===== src/rtl/flow_zigzag.sv =====
// rtl/flow_zigzag.sv - JPEG zigzag reorder stage with ping-pong block banks
module flow_zigzag #(
    parameter int N = 2,
    parameter int W = 16
) (
    input  logic                clk,
    input  logic                rst_n,
    input  logic                en,
    input  logic                in_valid,
    input  logic [N-1:0][W-1:0] in_data,
    input  logic                in_sob,
    input  logic                in_eob,
    input  logic                in_sof,
    output logic                out_valid,
    output logic [N-1:0][W-1:0] out_data,
    output logic                out_sob,
    output logic                out_eob,
    output logic                out_sof,
    output logic                out_err
);
    localparam int BEATS = 64 / N;
    localparam int BW = $clog2(BEATS);
    localparam logic [BW-1:0] LAST = BW'(BEATS - 1);
    localparam int ZZ [64] = '{
        0, 1, 8, 16, 9, 2, 3, 10, 17, 24, 32, 25, 18, 11, 4, 5,
        12, 19, 26, 33, 40, 48, 41, 34, 27, 20, 13, 6, 7, 14, 21, 28,
        35, 42, 49, 56, 57, 50, 43, 36, 29, 22, 15, 23, 30, 37, 44, 51,
        58, 59, 52, 45, 38, 31, 39, 46, 53, 60, 61, 54, 47, 55, 62, 63};

    logic [W-1:0]        mem_q [2][64];
    logic [BW-1:0]       wcnt_q, wcnt_d, rcnt_q, rcnt_d, widx;
    logic                wb_q, wb_d, rbank_q, rbank_d, rd_act_q, rd_act_d;
    logic [1:0]          full_q, full_d, bsof_q, bsof_d;
    logic                cur_sof_q, cur_sof_d, drop_q, drop_d, stray_q, stray_d;
    logic                err_d, wr_en, commit, rel;
    logic                out_valid_d, out_sob_d, out_eob_d, out_sof_d;
    logic [N-1:0][W-1:0] out_data_d;

    always_comb begin
        wcnt_d    = wcnt_q;
        wb_d      = wb_q;
        bsof_d    = bsof_q;
        cur_sof_d = cur_sof_q;
        drop_d    = drop_q;
        stray_d   = stray_q;
        err_d     = 1'b0;
        wr_en     = 1'b0;
        commit    = 1'b0;
        widx      = in_sob ? '0 : wcnt_q;
        if (in_valid) begin
            if (in_sob) cur_sof_d = in_sof;
            if (drop_q && !in_sob) begin
                // Stray beats of a dropped block report once, then stay silent
                if (!stray_q) begin
                    err_d   = 1'b1;
                    stray_d = 1'b1;
                end
            end else begin
                drop_d  = 1'b0;
                stray_d = 1'b0;
                if (in_eob && widx == LAST) begin
                    wcnt_d = '0;
                    if (&full_q) begin
                        err_d = 1'b1;
                    end else begin
                        wr_en          = 1'b1;
                        commit         = 1'b1;
                        wb_d           = ~wb_q;
                        bsof_d[wb_q]   = in_sob ? in_sof : cur_sof_q;
                    end
                end else if (in_eob || widx == LAST) begin
                    err_d  = 1'b1;
                    drop_d = 1'b1;
                    wcnt_d = '0;
                end else begin
                    wr_en  = 1'b1;
                    wcnt_d = widx + 1'b1;
                end
            end
        end
    end

    always_comb begin
        rd_act_d    = rd_act_q;
        rbank_d     = rbank_q;
        rcnt_d      = rcnt_q;
        rel         = 1'b0;
        out_valid_d = 1'b0;
        out_sob_d   = 1'b0;
        out_eob_d   = 1'b0;
        out_sof_d   = 1'b0;
        out_data_d  = '0;
        if (rd_act_q) begin
            out_valid_d = 1'b1;
            out_sob_d   = (rcnt_q == '0);
            out_eob_d   = (rcnt_q == LAST);
            out_sof_d   = (rcnt_q == '0) && bsof_q[rbank_q];
            for (int i = 0; i < N; i++)
                out_data_d[i] = mem_q[rbank_q][6'(ZZ[6'(int'(rcnt_q) * N + i)])];
            if (rcnt_q == LAST) begin
                rel = 1'b1;
                if (full_q[~rbank_q]) begin
                    rbank_d = ~rbank_q;
                    rcnt_d  = '0;
                end else begin
                    rd_act_d = 1'b0;
                end
            end else begin
                rcnt_d = rcnt_q + 1'b1;
            end
        end else if (|full_q) begin
            // With both banks full, the write pointer names the older block
            rd_act_d = 1'b1;
            rcnt_d   = '0;
            rbank_d  = (&full_q) ? wb_q : full_q[1];
        end
        full_d = full_q;
        if (rel) full_d[rbank_q] = 1'b0;
        if (commit) full_d[wb_q] = 1'b1;
    end

    always_ff @(posedge clk) begin
        if (en && wr_en) begin
            for (int i = 0; i < N; i++)
                mem_q[wb_q][6'(int'(widx) * N + i)] <= in_data[i];
        end
    end

    always_ff @(posedge clk or negedge rst_n) begin
        if (!rst_n) begin
            wcnt_q    <= '0;
            wb_q      <= 1'b0;
            full_q    <= '0;
            bsof_q    <= '0;
            cur_sof_q <= 1'b0;
            drop_q    <= 1'b0;
            stray_q   <= 1'b0;
            rd_act_q  <= 1'b0;
            rbank_q   <= 1'b0;
            rcnt_q    <= '0;
            out_valid <= 1'b0;
            out_sob   <= 1'b0;
            out_eob   <= 1'b0;
            out_sof   <= 1'b0;
            out_err   <= 1'b0;
            out_data  <= '0;
        end else if (en) begin
            wcnt_q    <= wcnt_d;
            wb_q      <= wb_d;
            full_q    <= full_d;
            bsof_q    <= bsof_d;
            cur_sof_q <= cur_sof_d;
            drop_q    <= drop_d;
            stray_q   <= stray_d;
            rd_act_q  <= rd_act_d;
            rbank_q   <= rbank_d;
            rcnt_q    <= rcnt_d;
            out_valid <= out_valid_d;
            out_sob   <= out_sob_d;
            out_eob   <= out_eob_d;
            out_sof   <= out_sof_d;
            out_err   <= err_d;
            out_data  <= out_data_d;
        end
    end
endmodule


===== config.mk =====
export PLATFORM = sky130hd
export DESIGN_NAME = flow_zigzag
export DESIGN_NICKNAME = d
export VERILOG_FILES = /design/src/rtl/flow_zigzag.sv
export SDC_FILE = /design/constraint.sdc
export NUM_CORES = 2
export LEC_CHECK = 0
export ABC_AREA = 1
export CAP_MARGIN = 0
export CORE_MARGIN = 8
export CORE_UTILIZATION = 34
export CTS_BUF_LIST = sky130_fd_sc_hd__clkbuf_8
export DETAILED_ROUTE_END_ITERATION = 8
export PLACE_DENSITY_LB_ADDON = 0.1
export SLEW_MARGIN = 20
export SYNTH_ARGS = -nofsm -noshare
export SYNTH_HDL_FRONTEND = slang
export SYNTH_SLANG_ARGS = --single-unit

===== constraint.sdc =====
create_clock -name clk -period 11.3 [get_ports clk]
set_clock_uncertainty 0.15 [all_clocks]
set_input_delay 2.26 -clock clk [delete_from_list [all_inputs] [get_ports clk]]
set_output_delay 2.26 -clock clk [all_outputs]
set_load 0.1 [all_outputs]

==> flow_summary.yaml <==
layout:
  area_growth_syn_to_layout_pct: 13.18
  final_cell_mix: "nand2_1, nand3_1, edfxtp_1"
  drive_gt1_frac: 0.05918
  layout_commonest_cell: "nand2_1"
  final_nets: 11650
  final_area_um2: 115200
yosys:
  synth_seq_area_share: 0.6183
  synth_compound_area_frac: 0.02075
  yosysWarnings: 0
  synth_top_cell_by_area: "edfxtp_1"
  syn_area_um2: 101800
  synth_edf_count: 2048
  async_reset_ff_frac: 0.02708
  synth-seq-cells: 2105
  synth_top_flop_cell: "edfxtp_1"
  synth_cells: 11080
  synth_top_family_by_area: "simple AND/OR/NAND/NOR gates"
  syn_avg_cell_area_um2: 9.186
  synthDistinctLibCells: 38
  netlist.area_leader.share: 0.6043
  synth.area.top_cells: "edfxtp_1, nand2_1, nand3_1"
  synth_mux_area_frac: 0.005016
  synth-simple-area-share: 0.3042
  synth_xor_area_frac: 0.00008606
  synthAdderAreaFrac: 0.002213
detailed_routing:
  detail_route.wl_per_cell_um: 23.36
  first_pass_iters: 6
  dr_total_vias: 82150
  via_per_inst: 5.178
  route.detailed.drc: 0
  wirelength_mm: 370.5
  postRouteAntennaNets: 0
  drt_iter0_markers: 8827
sta:
  rsz0062_at_grt: "no"
  slew_headroom: 0.1649
  tns_ps: 0
  fmax_mhz: 140.9
  finalCriticalPeriod_ps: 7098
  setup_viol: 0
  tightest_slew_ps: 1253
  hold_viol: 0
  slew_violations: 0
  period_share: 0.6281
global_routing:
  top_usage_layer: "met2"
  gr-total-overflow: 0
  grtUsageMet3: 0.04252
  grt_pass1_wl_mm: 534.9
  met1_usage: 0.3014
  grt_pass1_vias: 79330
  grt_use_total: 0.2260
  antenna_found_initial: 25
  grt_max_degree: 177
  global_route.usage.met2: 0.3605
place:
  io_buffers: 75
  detailed_place_hpwl_mm: 199.9
  gp_congestion: 0.8239
  place_area_um2: 108200
floorplanning:
  die_area_um2: 317100
  chipWidth_um: 563.1
  core_um2: 298800
  rows: 201
  initial_utilization: 0.3406
  die_y_um: 563.1
  io_pins: 76
cts:
  cts_htree_levels: 5
  cts-root-buf: "clkbuf_8"
  hold_buffers: 0
  cts_sinks: 2105
  clockBufferDepth: 4
  cts_setup_buffers: 0
  numCtsBuffers: 381
  cts_resized: 0
  clk_latency_ps: 1070
  cts_tree: "yes"
  clkTransAtPathRegs_ps: 60
critical_path:
  critical_path_arrival_ps: 7580
  crit_chain: "clkdlybuf4s50_1, nor2_1, ha_1, inv_1, nor3_1, ha_1, ha_1, nand2_1, a21oi_4, buf_4, nand3_2, nor2_4"
  crit_family: "simple AND/OR/NAND/NOR gates"
  startpoint_type: "input port"
  crit_fanout: 34
  critPathRequiredTime_ps: 11780
  slowest_stage: "nor2_4"
  crit_top_cell: "ha_1"
  cp-end-kind: "flip-flop"
  path_class: "in -> reg"
  slowest_delay_ps: 1220
  worst-path-buf-inv: 3
worst_hold_path:
  hp-class: "reg -> reg"
run:
  max_cap_violations: 0
status:
  outcome: "completed"
## flip-flops by register name (all words and copies together), names as in the netlist
register and cells:
drop_q 1, full_q 2, bsof_q 2, rbank_q 1, out_valid 1, out_sof 1, out_err 1, wcnt_q 5
out_data 32, out_eob 1, cur_sof_q 1, rd_act_q 1, stray_q 1, mem_q 2048, wb_q 1, rcnt_q 5
out_sob 1
## worst min-delay path, delay by kind of cell (launching register included)
family / cells / cell delay (ps)
flip-flops: 1 / 350
AND/OR/NAND/NOR: 2 / 100
## layout make-up
cell class | count | area, um^2
sequential | 2105 | 62930
antenna | 11 | 27.53
clock inverter | 291 | 1426
tap | 3958 | 4952
timing repair buffer | 218 | 2049
multi-input combinational | 8816 | 38100
inverter | 73 | 314.1
clock buffer | 392 | 5395
fill | 30080 | 183600
## per-layer routing
layer,share of wire,up-vias
met5,0.000086,-
met4,0.045,4
met3,0.083,803
met2,0.45,3716
met1,0.42,39960
li1,-,37670
## logic make-up after synthesis
kind of cell,after synthesis
xor+xnor,1
buf+inv,1181
flops,2105
other cells,1
compound gates,377
simple gates,7345
mux,51
fa+ha+maj,18
## path summary, 6_finish.rpt
path / cells past startpoint / from / slack [ps] / to
min in group asynchronous: 1 / rst_n / 1050 / rcnt_q[1]
min reg2reg: 2 / out_data[20] / 340 / out_data[20]
max reg2reg: 18 / rcnt_q[1] / 4860 / out_data[27]
min: 2 / out_data[20] / 340 / out_data[20]
max in group asynchronous: 2 / rst_n / 8640 / out_data[19]
max: 12 / in_sob / 4200 / mem_q[1][649]
## synth_stat cells, types with 7 or more instances
master    number
inv_1         62
buf_2        427
mux2i_1       51
buf_1         66
nand3_1     2535
nand2_1     4690
nand3b_1      46
inv_2          9
ha_1          18
edfxtp_1    2048
a21oi_1        7
buf_4          8
a21boi_0       7
o22ai_1        8
clkbuf_1     602
o211ai_1      70
nor2_1        58
dfrtp_1       57
o21ai_0      276
## stage by stage
step | utilization | std cells | hold slack (ps) | worst slack (ps)
after floorplan | - | 12100 | 302.3 | 4754
after global placement | 0.3623 | 15170 | 318.9 | 3191
after detailed placement | 0.3623 | 15170 | 321.9 | 3250
after CTS | 0.3851 | 15850 | 345.9 | 4383
after global routing | 0.3855 | 15860 | 368.0 | 4091
final | 0.3856 | 15860 | 336.0 | 4202
Power is left out: the tool's default activity adds up to more than one toggle a clock period on the data nets, which glitch-free logic cannot reach.
